<file path="src/rtl/mem_stage_pkg.sv">
// Shared types for the MEM pipeline stage: bus widths, bus layouts, load
// encodings, response-tracking states and lane-extension helpers.
package mem_stage_pkg;

    localparam int ES_TO_MS_BUS_WD = 125;
    localparam int MS_TO_WS_BUS_WD = 120;

    typedef enum logic [2:0] {
        LOAD_LW  = 3'd0,
        LOAD_LB  = 3'd1,
        LOAD_LBU = 3'd2,
        LOAD_LH  = 3'd3,
        LOAD_LHU = 3'd4
    } load_op_e;

    typedef enum logic [1:0] {
        ST_IDLE    = 2'd0,
        ST_WAIT    = 2'd1,
        ST_HOLD    = 2'd2,
        ST_DISCARD = 2'd3
    } resp_state_e;

    typedef struct packed {
        logic [31:0] addr;
        logic [4:0]  mfc0_rd;
        logic        ex;
        logic [4:0]  exc_code;
        logic        bd;
        logic        eret;
        logic [2:0]  sel;
        logic        mtc0;
        logic        mfc0;
        load_op_e    load_op;
        logic        res_from_mem;
        logic        mem_req;
        logic        gr_we;
        logic [4:0]  dest;
        logic [31:0] alu_result;
        logic [31:0] pc;
    } es_bus_t;

    typedef struct packed {
        logic [31:0] addr;
        logic [4:0]  mfc0_rd;
        logic        ex;
        logic [4:0]  exc_code;
        logic        bd;
        logic        eret;
        logic [2:0]  sel;
        logic        mtc0;
        logic        mfc0;
        logic        gr_we;
        logic [4:0]  dest;
        logic [31:0] final_result;
        logic [31:0] pc;
    } ms_bus_t;

    function automatic logic [31:0] extend_byte(input logic [7:0] value, input logic signed_ext);
        return {{24{signed_ext & value[7]}}, value};
    endfunction

    function automatic logic [31:0] extend_half(input logic [15:0] value, input logic signed_ext);
        return {{16{signed_ext & value[15]}}, value};
    endfunction

endpackage

</file>
<file path="src/rtl/mem_stage_load_ext.sv">
// Load data alignment: picks the addressed byte/halfword lane out of the
// returned word and sign- or zero-extends it to 32 bits.
module mem_stage_load_ext
    import mem_stage_pkg::*;
(
    input  load_op_e    load_op,
    input  logic [1:0]  offset,
    input  logic [31:0] rdata,
    output logic [31:0] result
);

    logic [7:0]  byte_s;
    logic [15:0] half_s;

    // Lane selection from the low address bits
    always_comb begin
        byte_s = 8'h00;
        half_s = 16'h0000;
        case (offset)
            2'd0:    byte_s = rdata[7:0];
            2'd1:    byte_s = rdata[15:8];
            2'd2:    byte_s = rdata[23:16];
            2'd3:    byte_s = rdata[31:24];
            default: byte_s = rdata[7:0];
        endcase
        if (offset[1]) begin
            half_s = rdata[31:16];
        end else begin
            half_s = rdata[15:0];
        end
    end

    // Extension by load type; unknown encodings behave as a word load
    always_comb begin
        result = rdata;
        case (load_op)
            LOAD_LW:  result = rdata;
            LOAD_LB:  result = extend_byte(byte_s, 1'b1);
            LOAD_LBU: result = extend_byte(byte_s, 1'b0);
            LOAD_LH:  result = extend_half(half_s, 1'b1);
            LOAD_LHU: result = extend_half(half_s, 1'b0);
            default:  result = rdata;
        endcase
    end

endmodule

</file>
<file path="src/rtl/mem_stage.sv">
// MEM stage between EXE and WB: holds one instruction, waits for the data
// SRAM response of loads/stores, and drops responses owed to flushed loads.
module mem_stage
    import mem_stage_pkg::*;
(
    input  logic                       clk,
    input  logic                       reset,
    output logic                       ms_allowin,
    input  logic                       es_to_ms_valid,
    input  logic [ES_TO_MS_BUS_WD-1:0] es_to_ms_bus,
    input  logic                       ws_allowin,
    output logic                       ms_to_ws_valid,
    output logic [MS_TO_WS_BUS_WD-1:0] ms_to_ws_bus,
    input  logic                       data_sram_data_ok,
    input  logic [31:0]                data_sram_rdata,
    input  logic                       flush,
    output logic [4:0]                 MEM_dest,
    output logic [31:0]                MEM_result,
    output logic                       ms_load_stall,
    output logic                       ms_ex_eret
);

    es_bus_t     in_s;
    es_bus_t     bus_r;
    ms_bus_t     out_s;
    logic        ms_valid_r;
    resp_state_e state_r;
    resp_state_e state_next_s;
    logic [31:0] rdata_buf_r;
    logic [31:0] rdata_sel_s;
    logic [31:0] load_data_s;
    logic [31:0] final_result_s;
    logic        data_have_s;
    logic        ready_go_s;
    logic        allowin_s;
    logic        accept_s;
    logic        new_req_s;

    assign in_s = es_to_ms_bus;

    // Handshake decode; data_ok feeds allowin combinationally so loads leave in the response cycle
    always_comb begin
        data_have_s = ((state_r == ST_WAIT) && data_sram_data_ok) || (state_r == ST_HOLD);
        ready_go_s  = !bus_r.mem_req || data_have_s;
        allowin_s   = (!ms_valid_r || (ready_go_s && ws_allowin)) && (state_r != ST_DISCARD);
        accept_s    = es_to_ms_valid && allowin_s;
        new_req_s   = accept_s && in_s.mem_req && !flush;
        if (state_r == ST_HOLD) begin
            rdata_sel_s = rdata_buf_r;
        end else begin
            rdata_sel_s = data_sram_rdata;
        end
    end

    // Response-tracking next state
    always_comb begin
        state_next_s = state_r;
        case (state_r)
            ST_IDLE: begin
                if (new_req_s) begin
                    state_next_s = ST_WAIT;
                end else begin
                    state_next_s = ST_IDLE;
                end
            end
            ST_WAIT: begin
                if (data_sram_data_ok) begin
                    // A response coinciding with flush is simply consumed
                    if (flush) begin
                        state_next_s = ST_IDLE;
                    end else if (ws_allowin) begin
                        state_next_s = new_req_s ? ST_WAIT : ST_IDLE;
                    end else begin
                        state_next_s = ST_HOLD;
                    end
                end else if (flush) begin
                    state_next_s = ST_DISCARD;
                end else begin
                    state_next_s = ST_WAIT;
                end
            end
            ST_HOLD: begin
                if (flush) begin
                    state_next_s = ST_IDLE;
                end else if (ws_allowin) begin
                    state_next_s = new_req_s ? ST_WAIT : ST_IDLE;
                end else begin
                    state_next_s = ST_HOLD;
                end
            end
            ST_DISCARD: begin
                if (data_sram_data_ok) begin
                    state_next_s = ST_IDLE;
                end else begin
                    state_next_s = ST_DISCARD;
                end
            end
            default: state_next_s = ST_IDLE;
        endcase
    end

    // Response-tracking state register
    always_ff @(posedge clk) begin
        if (reset) begin
            state_r <= ST_IDLE;
        end else begin
            state_r <= state_next_s;
        end
    end

    // Instruction register and valid bit
    always_ff @(posedge clk) begin
        if (reset || flush) begin
            ms_valid_r <= 1'b0;
            bus_r      <= {ES_TO_MS_BUS_WD{1'b0}};
        end else if (allowin_s) begin
            ms_valid_r <= es_to_ms_valid;
            if (es_to_ms_valid) begin
                bus_r <= in_s;
            end
        end
    end

    // Captured response for a load that WB is not yet ready to take
    always_ff @(posedge clk) begin
        if (reset) begin
            rdata_buf_r <= 32'h0000_0000;
        end else if ((state_r == ST_WAIT) && data_sram_data_ok) begin
            rdata_buf_r <= data_sram_rdata;
        end
    end

    mem_stage_load_ext u_load_ext (
        .load_op (bus_r.load_op),
        .offset  (bus_r.addr[1:0]),
        .rdata   (rdata_sel_s),
        .result  (load_data_s)
    );

    // MEM->WB bus assembly
    always_comb begin
        if (bus_r.res_from_mem) begin
            final_result_s = load_data_s;
        end else begin
            final_result_s = bus_r.alu_result;
        end
        out_s              = {MS_TO_WS_BUS_WD{1'b0}};
        out_s.addr         = bus_r.addr;
        out_s.mfc0_rd      = bus_r.mfc0_rd;
        out_s.ex           = bus_r.ex;
        out_s.exc_code     = bus_r.exc_code;
        out_s.bd           = bus_r.bd;
        out_s.eret         = bus_r.eret;
        out_s.sel          = bus_r.sel;
        out_s.mtc0         = bus_r.mtc0;
        out_s.mfc0         = bus_r.mfc0;
        out_s.gr_we        = bus_r.gr_we;
        out_s.dest         = bus_r.dest;
        out_s.final_result = final_result_s;
        out_s.pc           = bus_r.pc;
    end

    assign ms_allowin     = allowin_s;
    assign ms_to_ws_valid = ms_valid_r && ready_go_s && !flush;
    assign ms_to_ws_bus   = out_s;
    assign MEM_dest       = bus_r.dest & {5{ms_valid_r}};
    assign MEM_result     = final_result_s;
    assign ms_load_stall  = ms_valid_r && bus_r.res_from_mem && !data_have_s;
    assign ms_ex_eret     = ms_valid_r && (bus_r.ex || bus_r.eret);

endmodule

</file>
<file path="config.mk">
export PLATFORM = sky130hd
export DESIGN_NAME = mem_stage
export DESIGN_NICKNAME = d
export VERILOG_FILES = /design/src/rtl/mem_stage_pkg.sv /design/src/rtl/mem_stage_load_ext.sv /design/src/rtl/mem_stage.sv
export SDC_FILE = /design/constraint.sdc
export NUM_CORES = 1
export LEC_CHECK = 0
export CORE_ASPECT_RATIO = 1.4
export CORE_MARGIN = 2
export CORE_UTILIZATION = 56
export CTS_CLUSTER_DIAMETER = 40
export DETAILED_ROUTE_END_ITERATION = 7
export DONT_BUFFER_PORTS = 1
export GPL_TIMING_DRIVEN = 0
export PLACE_DENSITY = 0.85
export SLEW_MARGIN = 5
export SYNTH_ARGS = -nofsm -noshare
export SYNTH_HDL_FRONTEND = slang
export SYNTH_HIERARCHICAL = 1
export SYNTH_SLANG_ARGS = --single-unit
</file>
<file path="constraint.sdc">
create_clock -name clk -period 3.5 [get_ports clk]
set_input_delay 0.7 -clock clk [delete_from_list [all_inputs] [get_ports clk]]
set_output_delay 0.7 -clock clk [all_outputs]
set_load 0.02 [all_outputs]
</file>
==> impl_metrics.tcl, run 1 <==
set metrics [dict create \
    critPathRequiredTime_ns 2.80 \
    p_leak_nw 4.59 \
    crit_type "reg -> out" \
    holdBufCountCts 0 \
    synth_fp_nets 1173 \
    dr.pass1.iters 8 \
    synth_seq_area_share 0.362 \
    worst_pin_slew_ns 0.934 \
    postRouteAntennaNets 0 \
    maxSlewViolCount 0 \
    postSynthCellCount 1010 \
    start_util 0.569 \
    place_inst 1206 \
    fin_worst_skew_ns 0.00932 \
    rsz0062_at_grt "true" \
    relSlewSlack 0.373 \
    syn_to_final_growth_pct 17.9 \
    core_sq_mm 0.0155 \
    layout_setup_ws_ns -0.333 \
    max_freq_mhz 261 \
    synth_cell_types 47 \
    power_density_mw_per_mm2 441 \
    grt_use_total 0.322 \
    cts_tree "done" \
    post-route-min-period_ns 3.83 \
    vdd_drop_max_mv 0.345 \
    n_fill_cell 1180 \
    cts.sinks 160 \
    drv_cap 0 \
    cts.clk_slew.worst_paths_ns 0.07 \
    syn_area_sq_mm 0.00884 \
    dr.max_layer_used "met4" \
    slowest_delay_ns 0.58 \
    diodes 0 \
    crit_slowest_cell "mux4_2" \
    vias 7479 \
    fin_crit_sh 1.10 \
    drtIter0Drc 533 \
    grt_pass1_vias 7609 \
    die-area_sq_mm 0.0168 \
    synth.avg_cell_area_sq_um 8.76 \
    route.met3.wl_um 2480 \
    finalHoldViolCount 0 \
    num_rows 54 \
    drt-vias-per-instance 5.88 \
    wl_met1_um 9430 \
    grt_pass1_wl_um 41100 \
    cp_max_fo 7 \
    drive_above_1_share 0.289 \
    place.gp.congestion 0.955 \
    violations "setup timing" \
    overflow 0 \
    grt_max_degree 18 \
    status "finished with violations" \
    nNetsFinal 1226 \
    cts_buffers 17 \
    fp.dieW_um 110 \
    seq_area_sq_mm 0.00321 \
    wl_um 27600 \
    min_path_type "in -> reg" \
    htreeDepth 4 \
    clk_latency_ns 0.43 \
    path_cells "nand2b_4 > buf_8 > mux2_4 > mux4_2 > nand4b_4 > o31ai_4 > buf_6 > a21o_1 > mux2_4 > buf_6" \
    antenna_found_initial 0 \
    wl_per_cell_um 21.7 \
    post-dp-hpwl_um 19900 \
    clock_path_buffers 2 \
    fin_cells 1272 \
    root_buffer "clkbuf_16" \
    setup_violations 60 \
    port_buffers 0 \
    crit_buf_inv 3 \
    critPathLaunchType "flop" \
    drc_errors 0 \
    cp_top_family "multiplexers" \
    cp.arrival_ns 3.13 \
    ioPinCount 324 \
    ys.warnings.count 6 \
    end_kind "output port" \
    hold_slack_ns 0.401 \
    die_y_um 153 \
    multi_input_area_sq_mm 0.00462 \
    dr_wl_met2_um 14000 \
    ys_ff_latch 160 \
]
==> cells by family (layout without fill, tap and decap cells) <==
| group | after synthesis | count (layout) | synth area share |
|---|---|---|---|
| AO/OA/AOI/OAI | 98 | 98 | 0.0792 |
| XOR/XNOR | 2 | 2 | 0.00283 |
| buffers and inverters | 198 | 263 | 0.148 |
| flip-flops | 160 | 160 | 0.362 |
| multiplexers | 198 | 198 | 0.245 |
| AND/OR/NAND/NOR | 354 | 355 | 0.163 |
==> flip-flops by register name, indices dropped and copies added, names as in the netlist <==
| name | cells |
|---|---|
| state_r | 2 |
| ms_valid_r | 1 |
| bus_r | 37 |
| rdata_buf_r | 32 |
| ms_to_ws_bus | 88 |
==> synthesized netlist by cell type, drive strengths merged <==
library cell | n | area share
nand2 | 319 | 0.14
dfxtp | 160 | 0.36
buf | 152 | 0.13
mux2i | 126 | 0.14
mux2 | 64 | 0.081
clkbuf | 42 | 0.018
a21oi | 34 | 0.019
a21o | 18 | 0.015
a221o | 13 | 0.015
o21ai | 10 | 0.0057
mux4 | 8 | 0.021
a32oi | 7 | 0.0069
and2 | 7 | 0.0050
and3 | 7 | 0.0050
nor2 | 5 | 0.0027
inv | 4 | 0.0017
nand2b | 4 | 0.0028
o211ai | 3 | 0.0031
a21boi | 2 | 0.0017
a22oi | 2 | 0.0017
and4 | 2 | 0.0020
nand3b | 2 | 0.0017
o31ai | 2 | 0.0033
a211o | 1 | 0.00099
a211oi | 1 | 0.0023
a311oi | 1 | 0.00099
a31oi | 1 | 0.00071
and3b | 1 | 0.00099
nand3 | 1 | 0.00057
nand4 | 1 | 0.00071
nand4b | 1 | 0.0027
nor2b | 1 | 0.00071
nor4bb | 1 | 0.0011
o21a | 1 | 0.00085
o21bai | 1 | 0.00085
o32ai | 1 | 0.00099
or2 | 1 | 0.00071
or4b | 1 | 0.0011
xnor2 | 1 | 0.0018
xor2 | 1 | 0.00099
==> stage by stage <==
| stage | utilization | setup TNS [ns] | power (mW) | cell area [sq um] | setup WS [ns] |
|---|---|---|---|---|---|
| finish | 0.671 | -10.91 | 4.60 | 10400 | -0.333 |
| global route | 0.671 | -13.71 | 4.72 | 10400 | -0.396 |
| CTS | 0.664 | -17.22 | 4.59 | 10300 | -0.423 |
| detailed placement | 0.586 | -6.40 | 2.60 | 9100 | -0.305 |
| global placement | 0.586 | -4.74 | 2.58 | 9100 | -0.269 |
| floorplan | - | 0 | 2.47 | 8850 | 0.0235 |
==> cell type report <==
| cell class | instances | area share |
|---|---|---|
| sequential | 160 | 0.308 |
| clock buffer | 17 | 0.0408 |
| multi-input combinational | 653 | 0.443 |
| buffer | 192 | 0.136 |
| timing repair buffer | 35 | 0.0294 |
| tap | 196 | 0.0235 |
| inverter | 4 | 0.00144 |
| clock inverter | 15 | 0.0184 |
==> routing by layer <==
| layer | GRT usage | vias to the layer above |
|---|---|---|
| met5 | 0 | - |
| met4 | 0.180 | 0 |
| met3 | 0.103 | 117 |
| met2 | 0.562 | 440 |
| met1 | 0.332 | 3545 |
| li1 | - | 3377 |
==> worst paths after layout <==
kind                                                    start  cells past startpoint                             to  slack (ns)
worst max-delay path                    state_r[0]$_SDFF_PP0_                     10               ms_to_ws_bus[63]       -0.33
worst min-delay path                      data_sram_rdata[22]                      2   rdata_buf_r[22]$_SDFFE_PP0P_        0.40
worst max register to register          state_r[1]$_SDFF_PP0_                      8         bus_r[57]$_SDFFE_PP0N_        1.71
worst min register to register  ms_to_ws_bus[97]$_SDFFE_PP0N_                      2  ms_to_ws_bus[97]$_SDFFE_PP0N_        0.46
==> power by group <==
group / internal (mW) / switching, mW / total [mW]
Sequential: 1.88 / 0.0338 / 1.91
Combinational: 0.315 / 0.424 / 0.739
Clock: 1.09 / 0.861 / 1.95
==> repair_timing <==
action / in CTS / in global routing
resized for setup: 91 / 31
pin swaps: 4 / 2
endpoints found under the setup margin: 64 / 64
buffers inserted: 25 / 10
cloned: 3 / 0
==> layout by cell type, fill, tap and decap left out, drive strengths merged, types with 2 or more instances in the layout <==
cell,n
inv,14
o31ai,2
nand2b,4
a221o,13
a21oi,34
clkbuf,58
dfxtp,160
and4,2
clkinvlp,2
a32oi,7
nor2,5
mux2i,126
a21o,18
bufinv,2
mux2,64
and3,7
mux4,8
nand3b,2
and2,7
nand4b,2
o21ai,10
a22oi,2
nand2,319
o211ai,3
a21boi,2
buf,186
Note: power is estimated with default switching activity, not from simulation.
==> run 2, diff against run 1 <==
--- a/config.mk
+++ b/config.mk
@@ -5,6 +5,7 @@
 export SDC_FILE = /design/constraint.sdc
 export NUM_CORES = 1
 export LEC_CHECK = 0
+export CAP_MARGIN = 20
 export CORE_ASPECT_RATIO = 1.4
 export CORE_MARGIN = 2
 export CORE_UTILIZATION = 56
==> results of run 2 <==
Final layout, timing and power as in run 1 (identical DEF).
==> run 3, diff against run 2 <==
--- a/config.mk
+++ b/config.mk
@@ -5,6 +5,7 @@
 export SDC_FILE = /design/constraint.sdc
 export NUM_CORES = 1
 export LEC_CHECK = 0
+export ABC_CLOCK_PERIOD_IN_PS = 3500
 export CAP_MARGIN = 20
 export CORE_ASPECT_RATIO = 1.4
 export CORE_MARGIN = 2
==> results of run 3 <==
Final layout, timing and power as in run 1 (identical DEF).
